File: src/rtl/vga_text_engine.sv
// Text-mode VGA engine: VGA timing, VRAM/font fetch and RGB render in a 3-tick pipeline.
// Optional blinking cursor is built only when VGA_TEXT_CURSOR_EN is defined.
module vga_text_engine #(
  parameter int H_VIS        = 640,
  parameter int H_FP         = 16,
  parameter int H_SYNC       = 96,
  parameter int H_BP         = 48,
  parameter int V_VIS        = 480,
  parameter int V_FP         = 10,
  parameter int V_SYNC       = 2,
  parameter int V_BP         = 33,
  parameter bit SYNC_POL     = 1'b0,
  parameter int COLS         = 80,
  parameter int ROWS         = 30,
  parameter int CHAR_W       = 8,
  parameter int CHAR_H       = 16,
  parameter int ADDR_W       = 12,
  parameter int BLINK_FRAMES = 30
) (
  input  logic                          clk_50mhz,
  input  logic                          rst,
  output logic [ADDR_W-1:0]             vram_addr,
  input  logic [15:0]                   vram_data,
  output logic [7+$clog2(CHAR_H):0]     font_addr,
  input  logic [7:0]                    font_data,
  input  logic [6:0]                    cursor_col,
  input  logic [4:0]                    cursor_row,
  input  logic                          cursor_en,
  output logic                          vga_hsync,
  output logic                          vga_vsync,
  output logic                          vga_red,
  output logic                          vga_green,
  output logic                          vga_blue,
  output logic                          frame_start
);
  localparam int H_TOTAL = H_VIS + H_FP + H_SYNC + H_BP;
  localparam int V_TOTAL = V_VIS + V_FP + V_SYNC + V_BP;
  localparam int HW = $clog2(H_TOTAL);
  localparam int VW = $clog2(V_TOTAL);
  localparam int CW = $clog2(CHAR_W);
  localparam int RW = $clog2(CHAR_H);
  localparam int FW = $clog2(BLINK_FRAMES + 1);

  // Per-pixel control that travels down the pipeline alongside the fetched data.
  typedef struct packed {
    logic          vis;
    logic          hs;
    logic          vs;
    logic          cur;
    logic [CW-1:0] px;
    logic [RW-1:0] gy;
  } ctl_t;

  logic          tick;
  logic [HW-1:0] h_cnt;
  logic [VW-1:0] v_cnt;
  logic          h_last, v_last;
  logic [FW-1:0] frame_cnt;
  logic          blink_phase;
  ctl_t          ctl_now, s0, s1;
  logic [2:0]    fg, bg;
  logic          blink_attr;
  logic [2:0]    bit_idx;
  logic          pix_on;
  logic [2:0]    rgb;
  logic          unused_ok;

  assign h_last = (h_cnt == HW'(H_TOTAL - 1));
  assign v_last = (v_cnt == VW'(V_TOTAL - 1));

  always_ff @(posedge clk_50mhz or posedge rst) begin
    if (rst) begin
      tick        <= 1'b0;
      h_cnt       <= '0;
      v_cnt       <= '0;
      frame_start <= 1'b0;
    end else begin
      tick        <= ~tick;
      // Fires as the counters wrap back to (0,0), so it is high while they sit there.
      frame_start <= tick && h_last && v_last;
      if (tick) begin
        h_cnt <= h_last ? '0 : h_cnt + 1'b1;
        if (h_last) v_cnt <= v_last ? '0 : v_cnt + 1'b1;
      end
    end
  end

  always_ff @(posedge clk_50mhz or posedge rst) begin
    if (rst) begin
      frame_cnt   <= '0;
      blink_phase <= 1'b0;
    end else if (frame_start) begin
      if (frame_cnt == FW'(BLINK_FRAMES - 1)) begin
        frame_cnt   <= '0;
        blink_phase <= ~blink_phase;
      end else begin
        frame_cnt <= frame_cnt + 1'b1;
      end
    end
  end

  always_comb begin
    ctl_now     = '0;
    ctl_now.vis = (h_cnt < HW'(H_VIS)) && (v_cnt < VW'(V_VIS));
    ctl_now.hs  = (h_cnt >= HW'(H_VIS + H_FP)) && (h_cnt < HW'(H_VIS + H_FP + H_SYNC));
    ctl_now.vs  = (v_cnt >= VW'(V_VIS + V_FP)) && (v_cnt < VW'(V_VIS + V_FP + V_SYNC));
    ctl_now.px  = h_cnt[CW-1:0];
    ctl_now.gy  = v_cnt[RW-1:0];
`ifdef VGA_TEXT_CURSOR_EN
    // Bottom two glyph rows of the cursor cell; out-of-range positions never match.
    ctl_now.cur = cursor_en && (int'(cursor_col) < COLS) && (int'(cursor_row) < ROWS)
                  && (int'(h_cnt >> CW) == int'(cursor_col))
                  && (int'(v_cnt >> RW) == int'(cursor_row))
                  && (int'(v_cnt[RW-1:0]) >= CHAR_H - 2);
`else
    ctl_now.cur = 1'b0;
`endif
  end

  always_comb begin
    bit_idx = 3'(CHAR_W - 1) - 3'(s1.px);
    pix_on  = font_data[bit_idx] && !(blink_attr && !blink_phase);
    rgb     = 3'b000;
    if (s1.vis) rgb = (pix_on || (s1.cur && blink_phase)) ? fg : bg;
  end

  always_ff @(posedge clk_50mhz or posedge rst) begin
    if (rst) begin
      s0         <= '0;
      s1         <= '0;
      vram_addr  <= '0;
      font_addr  <= '0;
      fg         <= '0;
      bg         <= '0;
      blink_attr <= 1'b0;
      vga_hsync  <= ~SYNC_POL;
      vga_vsync  <= ~SYNC_POL;
      {vga_blue, vga_green, vga_red} <= 3'b000;
    end else if (tick) begin
      // S0: address the cell; hold the last address through blanking.
      s0 <= ctl_now;
      if (ctl_now.vis)
        vram_addr <= ADDR_W'((int'(v_cnt) >> RW) * COLS + (int'(h_cnt) >> CW));
      // S1: char/attr arrive; look up the glyph row.
      s1         <= s0;
      fg         <= vram_data[10:8];
      bg         <= vram_data[14:12];
      blink_attr <= vram_data[15];
      font_addr  <= {vram_data[7:0], s0.gy};
      // S2: glyph row arrives; syncs leave with the pixel they belong to.
      vga_hsync  <= s1.hs ? SYNC_POL : ~SYNC_POL;
      vga_vsync  <= s1.vs ? SYNC_POL : ~SYNC_POL;
      {vga_blue, vga_green, vga_red} <= rgb;
    end
  end

`ifdef VGA_TEXT_CURSOR_EN
  assign unused_ok = vram_data[11];
`else
  assign unused_ok = ^{vram_data[11], cursor_col, cursor_row, cursor_en};
`endif

endmodule

File: config.mk
export PLATFORM = sky130hd
export DESIGN_NAME = vga_text_engine
export DESIGN_NICKNAME = d
export VERILOG_FILES = /design/src/rtl/vga_text_engine.sv
export SDC_FILE = /design/constraint.sdc
export NUM_CORES = 1
export LEC_CHECK = 0
export BUFFER_PORTS_ARGS = -buffer_cell sky130_fd_sc_hd__buf_4
export CAP_MARGIN = 15
export CELL_PAD_IN_SITES_DETAIL_PLACEMENT = 0
export CELL_PAD_IN_SITES_GLOBAL_PLACEMENT = 1
export CORE_MARGIN = 3
export CORE_UTILIZATION = 41
export CTS_BUF_LIST = sky130_fd_sc_hd__clkbuf_2 sky130_fd_sc_hd__clkbuf_4 sky130_fd_sc_hd__clkbuf_8
export CTS_CLUSTER_SIZE = 10
export DETAILED_ROUTE_END_ITERATION = 8
export PLACE_DENSITY = 0.81
export SYNTH_ARGS = -nofsm -noshare
export SYNTH_HDL_FRONTEND = slang
export SYNTH_SLANG_ARGS = --single-unit
File: constraint.sdc
create_clock -name clk_50mhz -period 2.3 [get_ports clk_50mhz]
set_input_delay 0.115 -clock clk_50mhz [delete_from_list [all_inputs] [get_ports clk_50mhz]]
set_output_delay 0.115 -clock clk_50mhz [all_outputs]
set_load 0.02 [all_outputs]
---- After elaboration in Yosys (flattened, before gate mapping) ----
Cells that the tools add are included.
Widths: inputs -> output; s select.
storage, ports and cells
  bits in registers ....................... 80
  latch bits .............................. 0
  RAM bits ................................ 0
  bits in read-only memories .............. 0
  input bits .............................. 39
  output and inout port bits .............. 30
  word-level logic and storage cells ...... 64
  memories kept ........................... 0
operators by class
  add/sub/neg operators ................... 5
  multiply operators ...................... 1
  div/mod/pow operators ................... 0
  magnitude comparators ................... 7
  equal/unequal tests ..................... 3
  shifts and indexed selects .............. 0
  muxes and demuxes ....................... 9
  bitwise gates (word level) .............. 2
  reductions and logical operators ........ 12
operators with widths
  kind                   number
  $add 10x1->10 const B  2
  $eq 10x10->1 const B   2
  $lt 10x10->1 const B   2
  $lt 10x9->1 const B    2
  $mux 10                2
  $add 12x7->12          1
  $ge 10x10->1 const B   1
  $ge 10x9->1 const B    1
  $mul 6x3->8 const B    1
  $logic_and 1x1->1      7
  $mux 3                 2
  $reduce_and 2->1       3
  $add 5x1->5 const B    1
  $eq 5x5->1 const B     1
  $mux 5                 1
  $lt 3x4->1 const B     1
  $bmux 1 s3             1
  $mux 1                 3
  $sub 3x3->3 const A    1
  $logic_not 1->1        2
  $not 1->1              2

---- Logic depth before layout (Yosys ltp) ----
  word-level depth ........................ 6
  depth in mapped cells ................... 8
  depth with buffers taken out ............ 8

---- Least setup slack after synthesis ----
Ideal clock, no wire load.
  kind .................................... register -> register
  start point ............................. reg v_cnt[5]
  end point ............................... reg vram_addr[11]
  library setup time ...................... 0.138 ns
  arrival ................................. 2.185 ns
  data required time ...................... 2.162 ns
  slack ................................... -0.022 ns
  stages on the path, launching flop included .. 9
  path buffers ............................ 0
  period minus slack after synthesis ...... 2.322 ns
  cell sequence ........................... dfrtp_1 -> ha_1 -> ha_1 -> fa_1 -> xor2_1 -> nand3_1 -> nor4_1 -> xnor2_1 -> o21ai_0
between the ends
  cells in the longest elaborated chain, start to end .. 3
  elaborated cells between the ends (all ways) .. 5
  classes of those cells .................. add/sub: 1; mul: 1; order compare: 1; reduce/logical: 2
ends and longest elaborated chain
  element                                                                line  RTL
  start, declared                                                        56    logic [VW-1:0] v_cnt;
  start signal, assigned                                                 83    if (h_last) v_cnt <= v_last ? '0 : v_cnt + 1'b1;
  parallel branches: the longest is 3 deep, another holds $add 12x7->12  -
  end signal, assigned                                                   143   vram_addr <= ADDR_W'((int'(v_cnt) >> RW) * COLS + (int'(h_cnt) >> CW));
  end, declared                                                          22    output logic [ADDR_W-1:0] vram_addr,
Parallel ways; which one is timed is not known.
A chain may end at the register's enable or synchronous reset.

---- Worst setup path in the final report ----
  start point ............................. reg v_cnt[7]
  end point ............................... reg vram_addr[11]
Same word-level chain as after synthesis.

==> metrics.cfg <==
[status]
outcome=finished clean

[detailed_routing]
ant_nets=0
wl_mm=7.17
met3_wirelength_um=170
viasPerCell=5.12
firstDrtPassIters=4
dr_wl_met2_mm=3.56
wl_met1_mm=3.30
drc=0
num_vias=2664
wl_per_cell_um=13.8
drt_iter0_drc=67
routed.top_layer=met4

[clock_tree]
clk_path_buf_depth=2
htree_num_levels=3
root_buffer=clkbuf_8
clk_latency_ns=0.35
post_cts_buffers=0
cts_tree=yes
cts_made_buffers=9
clkTransAtPathRegs_ns=0.09
clkSinkCount=80

[critical_path]
reg2reg_slack_ns=0.16
critPathArrivalTime_ns=2.37
crit_chain=buf_4 -> ha_1 -> ha_2 -> nand3_1 -> and3_1 -> nor4_2 -> xnor2_1 -> o21ai_0
crit_fanout=4
worstReg2RegEnd=vram_addr[11]
cp-end-kind=flop
crit_path_start_kind=flop
critPathMaxStageDelay_ns=0.39
path_delay_family=adder cells
cp_slowest_cell=dfrtp_1
path_depth=8
r2r.worst_path.cells=8
criticalPathCategory=reg2reg
path_buf_inv=1
crit_start=v_cnt[7]
rr_startpoint=v_cnt[7]
worstSetupEndpoint=vram_addr[11]
required_ns=2.53

[yosys]
syn_inst=322
synth.most_common_cell=dfrtp_1
synth_area_per_cell_um2=11.8
synthArstFlopShare_pct=100
synth_seq_area_share_pct=52.6
synth_cell_types=45
netlist_top_cells_count=dfrtp_1 (78), mux2_2 (36), nand2_1 (27), o21ai_0 (24), ha_1 (17)
synth_top_area_share_pct=51.2
syn_nets=380
yosysTopAreaCell=dfrtp_1
synth_ff_type=dfrtp_1
yosysWarnings=0
ys_seq_elements=80
syn-cell-area_um2=3810
synth_edf_count=0
ys_top_cells_by_area=dfrtp_1 (51%), mux2_2 (11%), ha_1 (5.6%)

[power]
p_comb_share_pct=5.4
p_int_uw=1930
power_density_nw_per_um2=532
seq_power_share_pct=56.1
switchingPower_uw=619
p_clk_share_pct=38.5
power_switching_share_pct=24.2
cellLeakagePower_uw=0.00226
vdd.ir_drop.worst_mv=0.317

[timing]
period_share_pct=92.9
finalHoldViolCount=0
worst_clock_skew_ns=0.00938
worst_pin_slew_ns=0.643
setup_slack_ns=0.163
rsz0062_at_grt=no
period_needed_ns=2.14
slew_violations=0
relSlewSlack_pct=57.1
setup_viol=0
fmax_mhz=468
tns_ns=0

[grt]
track_usage_pct=15.4
antenna_found_initial=0
grt_max_degree=45
overflow=0
grt_pass1_wl_mm=12.7
grt_pass1_vias=2701

[die]
io_pins=69
die_w_um=102
dieArea_um2=10500
die_y_um=102
row_count=34
fp.coreArea_um2=8890
start_util_pct=42.8

[cells_and_area]
area_delta_synth_final_pct=26.0
fin_cells=520
fin_nets=465
seq_area_um2=2000
fillCellCount=782
drive_gt1_share_pct=33.0
utilization_pct=54.0
multi_input_area_um2=1720
antennaDiodeCount=0

[place]
dp_cells=488
routabilityCongestion=0.773
hpwl_mm=5.08
dpl_worst_slack_ns=0.0132
io_buffer_count=54

[min_path]
hp-class=in2async

[job]
drv_cap=0

sequential cells by signal, indices dropped and copies added (netlist names):
signal,count
vga_green,1
frame_cnt,5
h_cnt,10
s1,6
frame_start,1
fg,3
tick,1
vga_red,1
vga_vsync,1
v_cnt,10
s0,10
vga_blue,1
blink_phase,1
bg,3
vram_addr,12
vga_hsync,1
blink_attr,1
font_addr,12
metal layers:
layer,track usage [%],up-vias
met5,0,-
met4,6.66,0
met3,2.80,9
met2,24.3,33
met1,20.8,1314
li1,-,1308
worst min path at each step:
stage               endpoint  slack [ns]  cells after the start
2_1_floorplan  font_addr[11]        0.27                      1
3_3_place_gp    frame_cnt[4]        0.23                      2
3_5_place_dp    frame_cnt[2]        0.23                      2
4_1_cts                fg[2]        0.40                      3
5_1_grt         frame_cnt[2]        0.44                      3
6_report               fg[2]        0.39                      3
logic make-up after synthesis:
kind of cell,share of synthesized area (%)
flip-flops,52.6
multiplexers,12.8
adder cells (fa/ha/maj),6.64
buffers and inverters,2.69
XOR/XNOR,4.83
AND/OR/NAND/NOR,13.1
AO/OA/AOI/OAI,7.26
power groups by stage:
| stage | logic (µW) | clock network (µW) | registers [µW] |
|---|---|---|---|
| floorplan | 42.3 | 0 | 1470 |
| detailed placement | 120 | 0 | 1460 |
| global route | 154 | 1080 | 1430 |
| CTS | 142 | 1020 | 1430 |
| finish | 138 | 982 | 1430 |
| global placement | 119 | 0 | 1460 |
repair_timing:
item,in CTS,in global routing
endpoints found under the setup margin,0,2
endpoints found under the hold margin,51,0
hold buffers,16,0
resized for setup,0,4
worst register-to-register path, stage by stage (launching register included):
cell and delay [ns]:
dfrtp_1 0.39, buf_4 0.15, ha_1 0.30, ha_2 0.38
nand3_1 0.10, and3_1 0.19, nor4_2 0.28, xnor2_1 0.15
o21ai_0 0.09
final cells by class:
class,instances,share of cell area [%]
Multi-Input combinational cell,216,35.9
Clock inverter,6,1.07
Timing Repair Buffer,85,14.4
Sequential cell,80,41.8
Inverter,15,1.20
Clock buffer,10,2.87
Tap cell,108,2.82
stage by stage:
stage / instance area (µm²) / hold WS [ns] / power, µW
finish: 4800 / 0.390 / 2550
CTS: 4790 / 0.403 / 2590
global placement: 4440 / 0.229 / 1580
global route: 4800 / 0.443 / 2670
floorplan: 3820 / 0.267 / 1510
detailed placement: 4440 / 0.232 / 1580
layout by cell type, fill, tap and decap left out, types with 2 or more instances in the layout:
cell and instances:
clkbuf_8 10, inv_1 14, nor2b_1 3, xor2_1 5, dlygate4sd3_1 16, buf_4 68, nor3_1 3, o21ai_0 23
nand2b_1 6, xnor2_1 15, nor2_1 10, mux2i_1 6, o2111ai_1 2, a32o_1 2, and4_1 3, ha_1 16
o22ai_1 3, nor4_1 2, clkinvlp_4 3, mux2_2 36, nand3_1 10, nor4_2 2, dfstp_2 2, a21o_1 2
dfrtp_1 78, nand2_1 27, and3_1 3, or3_1 2, o2bb2ai_1 3, o31ai_1 3, nand4_1 5, a21oi_1 6
Power figures use the tool's default switching activity.
